--- src/rtl/fetch_pkg.sv ---
// Shared types and constants for the instruction-fetch controller.
// Latency: n/a (declarations only).
// Backpressure: n/a.
package fetch_pkg;

    // Fetch FSM states: ISSUE sends the request, WAIT waits for the memory,
    // HOLD parks a returned word while ID is stalled.
    typedef enum logic [1:0] {
        ISSUE = 2'd0,
        WAIT  = 2'd1,
        HOLD  = 2'd2
    } fetch_state_t;

    localparam logic [31:0] RESET_PC_DEFAULT = 32'h0000_3000;
    localparam logic [31:0] INSTR_NOP        = 32'h0000_0000;

    // Sequential step and link offset; both wrap modulo 2^32.
    localparam logic [31:0] PC_STEP     = 32'd4;
    localparam logic [31:0] LINK_OFFSET = 32'd8;

    function automatic logic [31:0] pc_plus(input logic [31:0] base,
                                            input logic [31:0] offset);
        return base + offset;
    endfunction

endpackage

--- src/rtl/fetch_ctrl_if.sv ---
// Bundle of fetch-controller signals: PC register, instruction memory, IF/ID.
// Latency: n/a (wires only).
// Backpressure: id_stall from ID, imem request/valid handshake to memory.
//
// master = fetch controller, slave = environment (PC register, imem, ID).
// dbg_state / dbg_pending_valid expose internal status for observation.
interface fetch_ctrl_if;
    import fetch_pkg::*;

    // PC register
    logic [31:0]  pc;
    logic [31:0]  next_pc;
    logic         pc_en;
    // Instruction memory
    logic         imem_req;
    logic [31:0]  imem_addr;
    logic         imem_rvalid;
    logic [31:0]  imem_rdata;
    // ID stage control
    logic         id_stall;
    logic         redirect;
    logic [31:0]  redirect_target;
    // IF/ID register
    logic [31:0]  D_instr;
    logic [31:0]  D_pc;
    logic [31:0]  D_pc8;
    logic         D_valid;
    // Status
    fetch_state_t dbg_state;
    logic         dbg_pending_valid;

    modport master (
        input  pc, imem_rvalid, imem_rdata, id_stall, redirect, redirect_target,
        output next_pc, pc_en, imem_req, imem_addr,
        output D_instr, D_pc, D_pc8, D_valid,
        output dbg_state, dbg_pending_valid
    );

    modport slave (
        output pc, imem_rvalid, imem_rdata, id_stall, redirect, redirect_target,
        input  next_pc, pc_en, imem_req, imem_addr,
        input  D_instr, D_pc, D_pc8, D_valid,
        input  dbg_state, dbg_pending_valid
    );

endinterface

--- src/rtl/if_id_reg.sv ---
// IF/ID pipeline register with load / clear-valid / hold control and link adder.
// Latency: 1 cycle from load_i to outputs.
// Backpressure: holds all outputs whenever neither load_i nor clr_valid_i is set.
//
// Ports: clk_i, reset_i (sync, active-high); load_i captures instr_i/pc_i and
// sets valid; clr_valid_i inserts a bubble keeping the data fields; outputs
// instr_o, pc_o, pc8_o (= pc_o + 8) and valid_o.
module if_id_reg
    import fetch_pkg::*;
#(
    parameter logic [31:0] RESET_PC = RESET_PC_DEFAULT
) (
    input  logic        clk_i,
    input  logic        reset_i,
    input  logic        load_i,
    input  logic        clr_valid_i,
    input  logic [31:0] instr_i,
    input  logic [31:0] pc_i,
    output logic [31:0] instr_o,
    output logic [31:0] pc_o,
    output logic [31:0] pc8_o,
    output logic        valid_o
);

    logic [31:0] instr_q, instr_d;
    logic [31:0] pc_q,    pc_d;
    logic [31:0] pc8_q,   pc8_d;
    logic        valid_q, valid_d;

    always_comb begin
        instr_d = instr_q;
        pc_d    = pc_q;
        pc8_d   = pc8_q;
        valid_d = valid_q;
        if (load_i) begin
            instr_d = instr_i;
            pc_d    = pc_i;
            pc8_d   = pc_plus(pc_i, LINK_OFFSET);
            valid_d = 1'b1;
        end else if (clr_valid_i) begin
            // Bubble: only the valid bit drops, data fields keep their values.
            valid_d = 1'b0;
        end
    end

    always_ff @(posedge clk_i) begin
        if (reset_i) begin
            instr_q <= INSTR_NOP;
            pc_q    <= RESET_PC;
            pc8_q   <= pc_plus(RESET_PC, LINK_OFFSET);
            valid_q <= 1'b0;
        end else begin
            instr_q <= instr_d;
            pc_q    <= pc_d;
            pc8_q   <= pc8_d;
            valid_q <= valid_d;
        end
    end

    assign instr_o = instr_q;
    assign pc_o    = pc_q;
    assign pc8_o   = pc8_q;
    assign valid_o = valid_q;

endmodule

--- src/rtl/fetch_ctrl.sv ---
// Instruction-fetch controller: one imem request per PC, IF/ID ownership, redirects.
// Latency: request at t, response at t+L, IF/ID loads at end of t+L, next request t+L+1.
// Backpressure: id_stall parks a returned word in a hold buffer; no new request until delivered.
//
// Ports: clk, reset (sync, active-high), bus (fetch_ctrl_if.master) carrying the
// PC register interface, imem request/response, ID stall/redirect and IF/ID outputs.
module fetch_ctrl
    import fetch_pkg::*;
#(
    parameter logic [31:0] RESET_PC = RESET_PC_DEFAULT
) (
    input  logic         clk,
    input  logic         reset,
    fetch_ctrl_if.master bus
);

    fetch_state_t state_q, state_d;
    logic [31:0]  hold_q, hold_d;
    logic         pend_vld_q, pend_vld_d;
    logic [31:0]  pend_tgt_q, pend_tgt_d;

    logic         req;
    logic         load;
    logic         clr_valid;
    logic         pc_en;
    logic         take_redirect;
    logic [31:0]  load_instr;
    logic [31:0]  pc_inc;
    logic [31:0]  next_pc;

    // Redirects are only meaningful when ID actually advances.
    assign take_redirect = bus.redirect && !bus.id_stall;
    assign pc_inc        = pc_plus(bus.pc, PC_STEP);

    // FSM next-state and IF/ID control
    always_comb begin
        state_d    = state_q;
        hold_d     = hold_q;
        req        = 1'b0;
        load       = 1'b0;
        pc_en      = 1'b0;
        load_instr = hold_q;
        unique case (state_q)
            ISSUE: begin
                // No request while reset is held; the memory is being reset too.
                req     = !reset;
                state_d = WAIT;
            end
            WAIT: begin
                if (bus.imem_rvalid) begin
                    if (!bus.id_stall) begin
                        load       = 1'b1;
                        load_instr = bus.imem_rdata;
                        pc_en      = 1'b1;
                        state_d    = ISSUE;
                    end else begin
                        hold_d  = bus.imem_rdata;
                        state_d = HOLD;
                    end
                end
            end
            HOLD: begin
                // Released on the first unstalled edge with no extra latency.
                if (!bus.id_stall) begin
                    load    = 1'b1;
                    pc_en   = 1'b1;
                    state_d = ISSUE;
                end
            end
            default: state_d = ISSUE;
        endcase
    end

    // Any unstalled cycle that does not load becomes a bubble in ID.
    assign clr_valid = !bus.id_stall && !load;

    // Next-PC: a redirect seen earlier in this fetch beats one arriving now;
    // both beat sequential flow. The word being delivered is the delay slot.
    always_comb begin
        next_pc = pc_inc;
        if (pc_en) begin
            if (pend_vld_q) begin
                next_pc = pend_tgt_q;
            end else if (take_redirect) begin
                next_pc = bus.redirect_target;
            end
        end
    end

    // Pending redirect latch: remembers a redirect that arrived while the PC
    // could not advance; a later one overwrites the target.
    always_comb begin
        pend_vld_d = pend_vld_q;
        pend_tgt_d = pend_tgt_q;
        if (pc_en) begin
            pend_vld_d = 1'b0;
        end else if (take_redirect) begin
            pend_vld_d = 1'b1;
            pend_tgt_d = bus.redirect_target;
        end
    end

    always_ff @(posedge clk) begin
        if (reset) begin
            state_q    <= ISSUE;
            hold_q     <= INSTR_NOP;
            pend_vld_q <= 1'b0;
            pend_tgt_q <= '0;
        end else begin
            state_q    <= state_d;
            hold_q     <= hold_d;
            pend_vld_q <= pend_vld_d;
            pend_tgt_q <= pend_tgt_d;
        end
    end

    if_id_reg #(
        .RESET_PC (RESET_PC)
    ) u_if_id (
        .clk_i       (clk),
        .reset_i     (reset),
        .load_i      (load),
        .clr_valid_i (clr_valid),
        .instr_i     (load_instr),
        .pc_i        (bus.pc),
        .instr_o     (bus.D_instr),
        .pc_o        (bus.D_pc),
        .pc8_o       (bus.D_pc8),
        .valid_o     (bus.D_valid)
    );

    assign bus.imem_req          = req;
    assign bus.imem_addr         = bus.pc;
    assign bus.pc_en             = pc_en;
    assign bus.next_pc           = next_pc;
    assign bus.dbg_state         = state_q;
    assign bus.dbg_pending_valid = pend_vld_q;

endmodule

--- src/flat_wrapper.sv ---
// flat-port wrapper written by rule: the top's interface ports become plain ports
module fetch_ctrl_flat import fetch_pkg::*;
#(
    parameter logic [31:0] RESET_PC = RESET_PC_DEFAULT
)
  (clk, reset, bus_pc, bus_imem_rvalid, bus_imem_rdata, bus_id_stall, bus_redirect, bus_redirect_target, bus_next_pc, bus_pc_en, bus_imem_req, bus_imem_addr, bus_D_instr, bus_D_pc, bus_D_pc8, bus_D_valid, bus_dbg_state, bus_dbg_pending_valid);
  fetch_ctrl_if bus_i ();
  input  logic clk;
  input  logic reset;
  input wire logic [$bits(bus_i.pc)-1:0] bus_pc;
  input wire logic [$bits(bus_i.imem_rvalid)-1:0] bus_imem_rvalid;
  input wire logic [$bits(bus_i.imem_rdata)-1:0] bus_imem_rdata;
  input wire logic [$bits(bus_i.id_stall)-1:0] bus_id_stall;
  input wire logic [$bits(bus_i.redirect)-1:0] bus_redirect;
  input wire logic [$bits(bus_i.redirect_target)-1:0] bus_redirect_target;
  output wire logic [$bits(bus_i.next_pc)-1:0] bus_next_pc;
  output wire logic [$bits(bus_i.pc_en)-1:0] bus_pc_en;
  output wire logic [$bits(bus_i.imem_req)-1:0] bus_imem_req;
  output wire logic [$bits(bus_i.imem_addr)-1:0] bus_imem_addr;
  output wire logic [$bits(bus_i.D_instr)-1:0] bus_D_instr;
  output wire logic [$bits(bus_i.D_pc)-1:0] bus_D_pc;
  output wire logic [$bits(bus_i.D_pc8)-1:0] bus_D_pc8;
  output wire logic [$bits(bus_i.D_valid)-1:0] bus_D_valid;
  output wire logic [$bits(bus_i.dbg_state)-1:0] bus_dbg_state;
  output wire logic [$bits(bus_i.dbg_pending_valid)-1:0] bus_dbg_pending_valid;
  assign bus_i.pc = bus_pc;
  assign bus_i.imem_rvalid = bus_imem_rvalid;
  assign bus_i.imem_rdata = bus_imem_rdata;
  assign bus_i.id_stall = bus_id_stall;
  assign bus_i.redirect = bus_redirect;
  assign bus_i.redirect_target = bus_redirect_target;
  assign bus_next_pc = bus_i.next_pc;
  assign bus_pc_en = bus_i.pc_en;
  assign bus_imem_req = bus_i.imem_req;
  assign bus_imem_addr = bus_i.imem_addr;
  assign bus_D_instr = bus_i.D_instr;
  assign bus_D_pc = bus_i.D_pc;
  assign bus_D_pc8 = bus_i.D_pc8;
  assign bus_D_valid = bus_i.D_valid;
  assign bus_dbg_state = bus_i.dbg_state;
  assign bus_dbg_pending_valid = bus_i.dbg_pending_valid;
  fetch_ctrl #(.RESET_PC(RESET_PC)) u_core (.clk(clk), .reset(reset), .bus(bus_i));
endmodule
--- config.mk ---
export PLATFORM = sky130hd
export DESIGN_NAME = fetch_ctrl_flat
export DESIGN_NICKNAME = d
export VERILOG_FILES = /design/src/rtl/fetch_pkg.sv /design/src/rtl/fetch_ctrl_if.sv /design/src/rtl/if_id_reg.sv /design/src/rtl/fetch_ctrl.sv /design/src/flat_wrapper.sv
export SDC_FILE = /design/constraint.sdc
export NUM_CORES = 1
export LEC_CHECK = 0
export BUFFER_PORTS_ARGS = -buffer_cell sky130_fd_sc_hd__clkbuf_2
export CORE_ASPECT_RATIO = 2
export CORE_MARGIN = 3
export CORE_UTILIZATION = 40
export CTS_CLUSTER_DIAMETER = 150
export CTS_CLUSTER_SIZE = 40
export DETAILED_ROUTE_END_ITERATION = 10
export GPL_TIMING_DRIVEN = 0
export HOLD_SLACK_MARGIN = 0.05
export MAX_ROUTING_LAYER = met4
export PLACE_DENSITY = 0.64
export SLEW_MARGIN = 20
export SYNTH_ARGS = -nofsm -noshare
export SYNTH_HDL_FRONTEND = slang
export SYNTH_SLANG_ARGS = --single-unit
--- constraint.sdc ---
create_clock -name clk -period 4.8 [get_ports clk]
set_input_delay 0.48 -clock clk [delete_from_list [all_inputs] [get_ports clk]]
set_output_delay 0.48 -clock clk [all_outputs]
set_load 0.005 [all_outputs]
==> results of run 1 <==
-- where the power goes --
| group | leakage, nW | total (mW) | switching (mW) | internal [mW] |
|---|---|---|---|---|
| logic | 2.59 | 0.448 | 0.263 | 0.185 |
| clock network | 0.277 | 1.30 | 0.529 | 0.776 |
| registers | 1.31 | 1.41 | 0.0251 | 1.39 |
-- Yosys cell counts --
cell type	number
nand3_1	14
and4_1	5
clkbuf_1	71
o31ai_1	14
clkinv_1	1
nor3_1	5
dfxtp_1	161
a31oi_1	15
nor4_1	10
buf_4	36
mux2i_1	75
xor2_1	9
and3_1	4
o211ai_1	3
ha_1	5
buf_1	6
o21ba_2	1
or3_1	15
o31a_1	1
nand4_4	1
xnor2_1	15
o21bai_1	1
inv_1	10
a211oi_1	67
nor2b_1	7
nand2_1	148
and2_1	17
a22oi_1	1
a21o_1	2
nor2_1	94
a311oi_1	11
nand3b_1	4
or2_2	5
nand4_1	18
or4_1	19
buf_2	14
a21oi_1	79
o22ai_1	1
nand2b_1	2
a211o_1	2
o21ai_0	15
-- cell families (layout without fill, tap and decap cells) --
kind of cell	count (synthesis)	in the layout	synth area share, %
simple gates	368	368	21.6
compound gates	213	213	17.0
flops	161	161	40.2
buf+inv	138	413	8.37
mux	75	75	9.37
xor+xnor	24	24	2.62
fa+ha+maj	5	5	0.781
other cells	0	1	0
-- layout by cell type, fill, tap and decap left out, drive strengths merged, types with 10 or more instances in the layout --
| cell type | n |
|---|---|
| a211oi | 67 |
| a21oi | 79 |
| a311oi | 11 |
| a31oi | 15 |
| and2 | 17 |
| buf | 56 |
| clkbuf | 338 |
| dfxtp | 161 |
| inv | 10 |
| mux2i | 75 |
| nand2 | 148 |
| nand3 | 14 |
| nand4 | 19 |
| nor2 | 94 |
| nor4 | 10 |
| o21ai | 15 |
| o31ai | 14 |
| or3 | 15 |
| or4 | 19 |
| xnor2 | 15 |
-- flip-flops by register name, summed over array words and instances (netlist names) --
register	cells
u_core.bus.dbg_pending_valid	1
u_core.bus.dbg_state	2
u_core.hold_q	32
u_core.pend_tgt_q	32
u_core.u_if_id.instr_o	32
u_core.u_if_id.pc8_o	29
u_core.u_if_id.pc_o	32
u_core.u_if_id.valid_o	1
-- cell type report --
cell class | instances | area (um^2)
fill | 2025 | 9420
multi-input combinational | 685 | 4120
sequential | 161 | 3220
timing repair buffer | 247 | 1240
buffer | 127 | 629
clock buffer | 20 | 457
tap | 259 | 324
clock inverter | 8 | 90.1
inverter | 11 | 41.3
antenna | 1 | 2.50
-- per-stage QoR --
stage	std cells	setup WS [ns]
finish	1519	1.32
global route	1519	1.12
CTS	1518	1.34
detailed placement	1490	1.60
global placement	1490	1.23
floorplan	984	2.22
-- worst register-to-register path, cell delays in order (launching register included) --
cell and delay, ns:
dfxtp_1 0.33, inv_1 0.10, ha_1 0.23, a21o_1 0.23
nand3b_1 0.21, inv_1 0.26, clkbuf_1 0.40, clkbuf_1 0.61
nand2_1 0.12, a21oi_1 0.15
-- worst max-delay path by stage --
stage | slack [ns] | endpoint
floorplan | 2.22 | bus_next_pc[29]
global placement | 1.23 | bus_next_pc[25]
detailed placement | 1.60 | bus_next_pc[24]
CTS | 1.34 | bus_pc_en
global route | 1.12 | bus_pc_en
finish | 1.32 | bus_pc_en
-- per-layer routing --
layer | vias up | part of all wire (%) | wire length, um
li1 | 3965 | - | -
met1 | 3700 | 37 | 10100
met2 | 274 | 55 | 15000
met3 | 66 | 4.2 | 1150
met4 | 0 | 4.5 | 1250
met5 | - | 0 | 0
==> results.yml, run 1 <==
setup_path:
  rr_worst_depth: 9
  r2r_slack_ns: 2.08
  r2r_end: "u_core.u_if_id.pc_o[11]$_SDFFE_PP0P_"
  startpoint_type: "register"
  crit_path_cell_trace: "inv_1 -> ha_1 -> a21o_1 -> nand3b_1 -> inv_1 -> clkbuf_1 -> clkbuf_1 -> clkbuf_2"
  critical_path_required_ns: 4.32
  criticalPathCategory: "reg2out"
  crit_path_top_delay_cell: "clkbuf_1"
  critPathCaptureType: "output port"
  path_buf_inv: 5
  cp_num_cells: 8
  cp-startpoint: "u_core.bus.dbg_state[1]$_SDFFE_PP0P_"
  critPathMaxStageDelay_ns: 0.57
  r2r-start: "u_core.bus.dbg_state[1]$_SDFFE_PP0P_"
  crit_arrival_ns: 3.00
  crit_path_max_fanout: 10
  cp_top_family: "buffers and inverters"
route:
  via_count: 8005
  dr.pass1.iters: 5
  ant_nets: 0
  drtIter0Drc: 326
  detail_route.wl_per_cell_um: 18.1
  drt-total-wl_um: 27500
  via_per_inst: 5.27
  drc: 0
global_routing:
  grt_overflow: 0
  met1_usage_pct: 25.9
  grt-busiest-layer: "met2"
  antenna_found_initial: 1
  grt_use_met3_pct: 3.72
  grt_max_degree: 17
  grt_usage_pct: 25.4
  grt_pass1_vias: 7621
  grt_use_met2_pct: 46.8
  grt_pass1_wl_um: 41600
hold_path:
  hold_start: "bus_imem_rdata[9]"
  hold_end: "u_core.hold_q[9]$_SDFFE_PP0P_"
  whs_path_depth: 3
  holdCritPathClass: "in2reg"
floorplanning:
  initial_core_util_pct: 41.0
  die_w_um: 106
  die_y_um: 206
  rows: 72
  die-area_mm2: 0.0219
  io_pins: 267
  core-area_mm2: 0.0195
power:
  powerDensity_mw_per_mm2: 312
  power_leakage_nw: 4.17
  vdd_ir_drop_max_mv: 0.198
  power_mw: 3.16
clocking:
  cts_sinks: 161
  post_cts_buffers: 0
  clk_pin_slew_worst_paths_ns: 0.06
  cts_buffer_depth: 2
  cts_resized: 0
  cts_hold_buffers: 0
  insertion_delay_ns: 0.43
  cts_htree_levels: 4
  numCtsBuffers: 17
  root_buffer: "clkbuf_16"
  cts_tree: "built"
yosys:
  avgSynthCellArea_um2: 8.14
  synth_cells: 984
  netlist_area_mm2: 0.00801
  synth-seq-area-share_pct: 40.2
  yosysWarnings: 0
  ys_ff_latch: 161
  synthTopCellsByArea: "dfxtp_1, mux2i_1, nand2_1"
  synth_top_area_share_pct: 40.2
  synth_cell_type_count: 41
  synth.largest_area_cell: "dfxtp_1"
  synthesis.nets: 1090
timing:
  slew_viol_final: 0
  tns_ns: 0
  whs_ns: 0.289
  fmax_mhz: 287
  relSlewSlack_pct: 30.7
  period_share_pct: 72.6
  worst_pin_slew_ns: 1.03
  rsz0062_at_grt: "no"
  setup_viol: 0
  skew_ns: 0.00626
  hold_viol_final: 0
  finalCriticalPeriod_ns: 3.48
place:
  placed_cell_area_mm2: 0.00958
  gp_congestion: 0.848
  post-dp-hpwl_um: 22000
  portBuffers: 247
job:
  cap_violations: 0
final_layout:
  fin_nets: 1356
  fin_area_mm2: 0.0101
  syn2layout_area_growth_pct: 26.4
  finish.utilization_pct: 51.8
  layout-drive-gt1-share_pct: 26.4
run_status:
  status: "finished, final reports clean"
Note: power is estimated with default switching activity, not from simulation.
==> run 2: changes to the inputs <==
clock period = 3.32 ns   (was 4.8 ns; I/O delays follow)
==> results.yml, run 2 (same netlist as run 1, synthesis figures left out) <==
run_status:
  status: "finished, final reports clean"
clocking:
  cts_tree: "built"
  cts_sinks: 161
  cts_hold_buffers: 0
  root_buffer: "clkbuf_16"
  post_cts_buffers: 0
  cts_htree_levels: 4
  numCtsBuffers: 17
  clk_pin_slew_worst_paths_ns: 0.06
  insertion_delay_ns: 0.43
  cts_buffer_depth: 2
setup_path:
  critical_path_required_ns: 2.99
  r2r_slack_ns: 0.62
  critPathCaptureType: "output port"
  r2r-start: "u_core.bus.dbg_state[1]$_SDFFE_PP0P_"
  crit_path_max_fanout: 10
  rr_worst_depth: 9
  crit_arrival_ns: 2.74
  criticalPathCategory: "reg2out"
  r2r_end: "u_core.u_if_id.pc_o[11]$_SDFFE_PP0P_"
  startpoint_type: "register"
final_layout:
  final_common_cell: "clkbuf_2"
  finish.utilization_pct: 51.8
  layout-drive-gt1-share_pct: 26.5
  multi_input_area_mm2: 0.00412
  fin_nets: 1356
  syn2layout_area_growth_pct: 26.4
  seq_area_mm2: 0.00322
  n_fill_cell: 2023
  layout_common_cells: "clkbuf_2, dfxtp_1, nand2_1"
global_routing:
  antenna_found_initial: 1
  grt_overflow: 0
  grt_pass1_vias: 7616
  grt_pass1_wl_um: 41600
  grt_usage_pct: 25.4
  grt_max_degree: 17
floorplanning:
  initial_core_util_pct: 41.0
  die_w_um: 106
  core-area_mm2: 0.0195
  die-area_mm2: 0.0219
  die_y_um: 206
  rows: 72
  io_pins: 267
timing:
  setup_viol: 0
  worst_pin_slew_ns: 1.00
  skew_ns: 0.00671
  rsz0062_at_grt: "no"
  relSlewSlack_pct: 32.7
  whs_ns: 0.138
  tns_ns: 0
  hold_viol_final: 0
  slew_viol_final: 0
  period_share_pct: 92.5
  finalCriticalPeriod_ns: 3.07
  fmax_mhz: 326
route:
  drc: 0
  detail_route.wl_per_cell_um: 18.1
  dr.pass1.iters: 4
  ant_nets: 0
  drtIter0Drc: 365
  via_count: 7973
  drt-total-wl_um: 27500
  via_per_inst: 5.25
place:
  portBuffers: 247
  post-dp-hpwl_um: 22000
  gp_congestion: 0.848
hold_path:
  holdCritPathClass: "in2reg"
  whs_path_depth: 3
  hold_start: "bus_imem_rdata[9]"
  hold_end: "u_core.hold_q[9]$_SDFFE_PP0P_"
power:
  power_leakage_nw: 4.18
  power_mw: 4.58
  powerDensity_mw_per_mm2: 452
  vdd_ir_drop_max_mv: 0.288
job:
  cap_violations: 0
## run 2: cell types whose count changed in the layout (fill, tap and decap cells not counted), sizes merged
cell	previous run	this run
clkbuf	338	339
buf	56	55
## run 2: stage by stage
stage / worst slack [ns] / instance area, um^2 / std cells
floorplan: 1.04 / 8010 / 984
global placement: 0.0441 / 9570 / 1490
detailed placement: 0.417 / 9580 / 1490
CTS: 0.00606 / 10100 / 1518
global route: 0.00714 / 10100 / 1519
finish: 0.249 / 10100 / 1519
## run 2: how the worst max path moves through the flow
| stage | from | endpoint | slack, ns | depth (start not counted) |
|---|---|---|---|---|
| 3_3_place_gp | bus_pc[4] | bus_next_pc[25] | 0.04 | 7 |
| 4_1_cts | u_core.bus.dbg_state[1]$_SDFFE_PP0P_ | bus_pc_en | 0.006 | 8 |
| 3_5_place_dp | bus_pc[3] | bus_next_pc[24] | 0.42 | 8 |
| 6_report | u_core.bus.dbg_state[1]$_SDFFE_PP0P_ | bus_pc_en | 0.25 | 8 |
| 5_1_grt | u_core.bus.dbg_state[1]$_SDFFE_PP0P_ | bus_pc_en | 0.007 | 8 |
| 2_1_floorplan | bus_pc[17] | bus_next_pc[29] | 1.04 | 6 |
## run 2: cell type report
class / count / share of cell area (%)
Multi-Input combinational cell: 685 / 40.7
Sequential cell: 161 / 31.8
Timing Repair Buffer: 247 / 12.2
Buffer: 127 / 6.24
Clock buffer: 20 / 4.51
Tap cell: 259 / 3.20
Clock inverter: 8 / 0.889
Inverter: 11 / 0.408
Antenna cell: 1 / 0.0247
## run 2: layer usage
layer	vias up	routed length (um)	global-route usage, %
met3	69	1100	3.72
met1	3689	10200	25.9
li1	3964	-	-
met2	251	14900	46.8
met5	-	0	-
met4	0	1300	12.8
## run 2: timing repair
| action | 4_1_cts | 5_1_grt |
|---|---|---|
| resized for setup | 0 | 3 |
| setup endpoints to repair | 0 | 2 |
| hold endpoints to repair | 0 | 0 |
## run 2: worst max-delay path: stages, from the launching register on
cell and delay (ns):
dfxtp_1 0.33, inv_1 0.10, ha_1 0.23, a21o_1 0.22, nand3b_1 0.21, inv_1 0.26, clkbuf_1 0.40, clkbuf_2 0.38
clkbuf_2 0.18
## run 2: power breakdown
group / switching (mW) / internal (mW)
logic: 0.380 / 0.268
clock network: 0.770 / 1.12
registers: 0.0364 / 2.00
total: 1.19 / 3.39
==> run 3: changes to the inputs <==
CORE_UTILIZATION = 50   (was 40)
PLACE_DENSITY = 0.77   (was 0.64)
==> results.yml, run 3 (same netlist as run 1, synthesis figures left out) <==
floorplanning:
  die-area_mm2: 0.0177
  die_y_um: 185
  io_pins: 267
  initial_core_util_pct: 51.6
  rows: 64
  core-area_mm2: 0.0155
  die_w_um: 95.5
final_layout:
  syn2layout_area_growth_pct: 25.9
  fin_area_mm2: 0.0101
  layout_common_cells: "clkbuf_2, dfxtp_1, nand2_1"
  finish.utilization_pct: 64.9
  instances_no_fill: 1461
  num_antenna_cells: 0
  n_fill_cell: 1461
  layout-drive-gt1-share_pct: 26.6
  final_common_cell: "clkbuf_2"
  fin_nets: 1356
clocking:
  clk_pin_slew_worst_paths_ns: 0.06
  post_cts_buffers: 0
  insertion_delay_ns: 0.43
  numCtsBuffers: 17
  cts_buffer_depth: 2
  cts_tree: "built"
  cts_htree_levels: 4
  cts_resized: 0
  root_buffer: "clkbuf_16"
  cts_sinks: 161
  cts_hold_buffers: 0
timing:
  tns_ns: 0
  period_share_pct: 94.8
  skew_ns: 0.00596
  hold_viol_final: 0
  worst_pin_slew_ns: 0.962
  setup_viol: 0
  slew_viol_final: 0
  finalCriticalPeriod_ns: 3.15
  fmax_mhz: 318
  whs_ns: 0.133
  relSlewSlack_pct: 35.2
  rsz0062_at_grt: "no"
power:
  seq_power_share_pct: 44.1
  powerDensity_mw_per_mm2: 460
  power_leakage_nw: 4.17
  switchingPower_mw: 1.23
  vdd_ir_drop_max_mv: 0.367
  clkPwrFrac_pct: 42.0
  comb_power_share_pct: 13.9
  netSwitchingFraction_pct: 26.6
  p_int_mw: 3.40
route:
  via_per_inst: 5.58
  dr.pass1.iters: 5
  detail_route.wl_per_cell_um: 18.0
  drtIter0Drc: 504
  drc: 0
  drt-total-wl_um: 26400
  via_count: 8147
  ant_nets: 0
hold_path:
  holdCritPathClass: "in2reg"
  hold_end: "u_core.hold_q[14]$_SDFFE_PP0P_"
  whs_path_depth: 3
  hold_start: "bus_imem_rdata[14]"
global_routing:
  grt_pass1_vias: 7806
  grt_usage_pct: 30.2
  grt_pass1_wl_um: 39900
  antenna_found_initial: 0
  grt_max_degree: 17
  grt_overflow: 0
setup_path:
  critPathMaxStageDelay_ns: 0.42
  criticalPathCategory: "reg2out"
  r2r_end: "u_core.u_if_id.pc_o[9]$_SDFFE_PP0P_"
  crit_arrival_ns: 2.81
  critical_path_required_ns: 2.99
  startpoint_type: "register"
  crit_path_max_fanout: 10
  critPathCaptureType: "output port"
  r2r-start: "u_core.bus.dbg_state[1]$_SDFFE_PP0P_"
  cp-startpoint: "u_core.bus.dbg_state[1]$_SDFFE_PP0P_"
  rr_worst_depth: 9
  crit_path_cell_trace: "inv_1 -> ha_1 -> a21o_1 -> nand3_1 -> buf_1 -> clkbuf_1 -> a31oi_1 -> clkbuf_2"
  crit_path_top_delay_cell: "buf_1"
  r2r_slack_ns: 0.63
job:
  cap_violations: 0
place:
  placed_cell_area_mm2: 0.00950
  dp_cells: 1429
  gp_congestion: 0.920
  post-dp-hpwl_um: 20600
  portBuffers: 247
run_status:
  status: "finished, final reports clean"
-- run 3: cell count changes in the layout (fill, tap and decap cells not counted) --
cell | before | now
clkbuf_8 | 2 | 1
clkbuf_1 | 71 | 72
clkbuf_2 | 249 | 248
inv_6 | 0 | 2
clkinvlp_4 | 0 | 5
buf_1 | 5 | 6
clkinv_4 | 0 | 1
diode_2 | 1 | 0
clkinv_2 | 6 | 2
-- run 3: worst max path at each step --
stage	to	slack, ns	depth (start not counted)
finish	bus_next_pc[24]	0.17	8
global route	bus_next_pc[24]	0.03	8
CTS	bus_pc_en	0.07	8
detailed placement	bus_next_pc[25]	0.47	7
global placement	bus_next_pc[25]	0.16	7
floorplan	bus_next_pc[29]	1.04	6
-- run 3: metrics by stage --
step	power [mW]	worst slack, ns
floorplan	2.44	1.04
global route	4.79	0.0314
finish	4.63	0.173
global placement	2.71	0.156
detailed placement	2.72	0.474
CTS	4.64	0.0721
-- run 3: layer usage --
metal  global-route usage, %  vias to the layer above  wire [um]
met5                       -                        -          0
met4                    15.2                        0       1200
met3                    4.80                       84       1640
met2                    54.3                      345      14200
met1                    30.9                     3768       9320
li1                        -                     3950          -
-- run 3: power by group through the flow --
stage	sequential, mW	clock, mW	combinational [mW]
after global routing	2.05	2.04	0.706
final	2.04	1.95	0.645
after floorplan	2.08	0	0.364
after global placement	2.08	0	0.630
after detailed placement	2.08	0	0.639
after CTS	2.04	1.96	0.643
-- run 3: area by class of cell --
| class | count | area (um^2) | share of cell area [%] |
|---|---|---|---|
| Tap cell | 198 | 248 | 2.46 |
| Buffer | 127 | 631 | 6.25 |
| Clock inverter | 12 | 134 | 1.33 |
| Clock buffer | 20 | 447 | 4.43 |
| Timing Repair Buffer | 247 | 1240 | 12.3 |
| Multi-Input combinational cell | 685 | 4120 | 40.9 |
| Inverter | 11 | 41.3 | 0.410 |
| Sequential cell | 161 | 3220 | 32.0 |
-- run 3: critical path, delay by kind of cell (launching register included) --
kind	cells	cell delay, ns
buf+inv	4	1.11
fa+ha+maj	1	0.24
flops	1	0.38
simple gates	1	0.15
compound gates	2	0.48
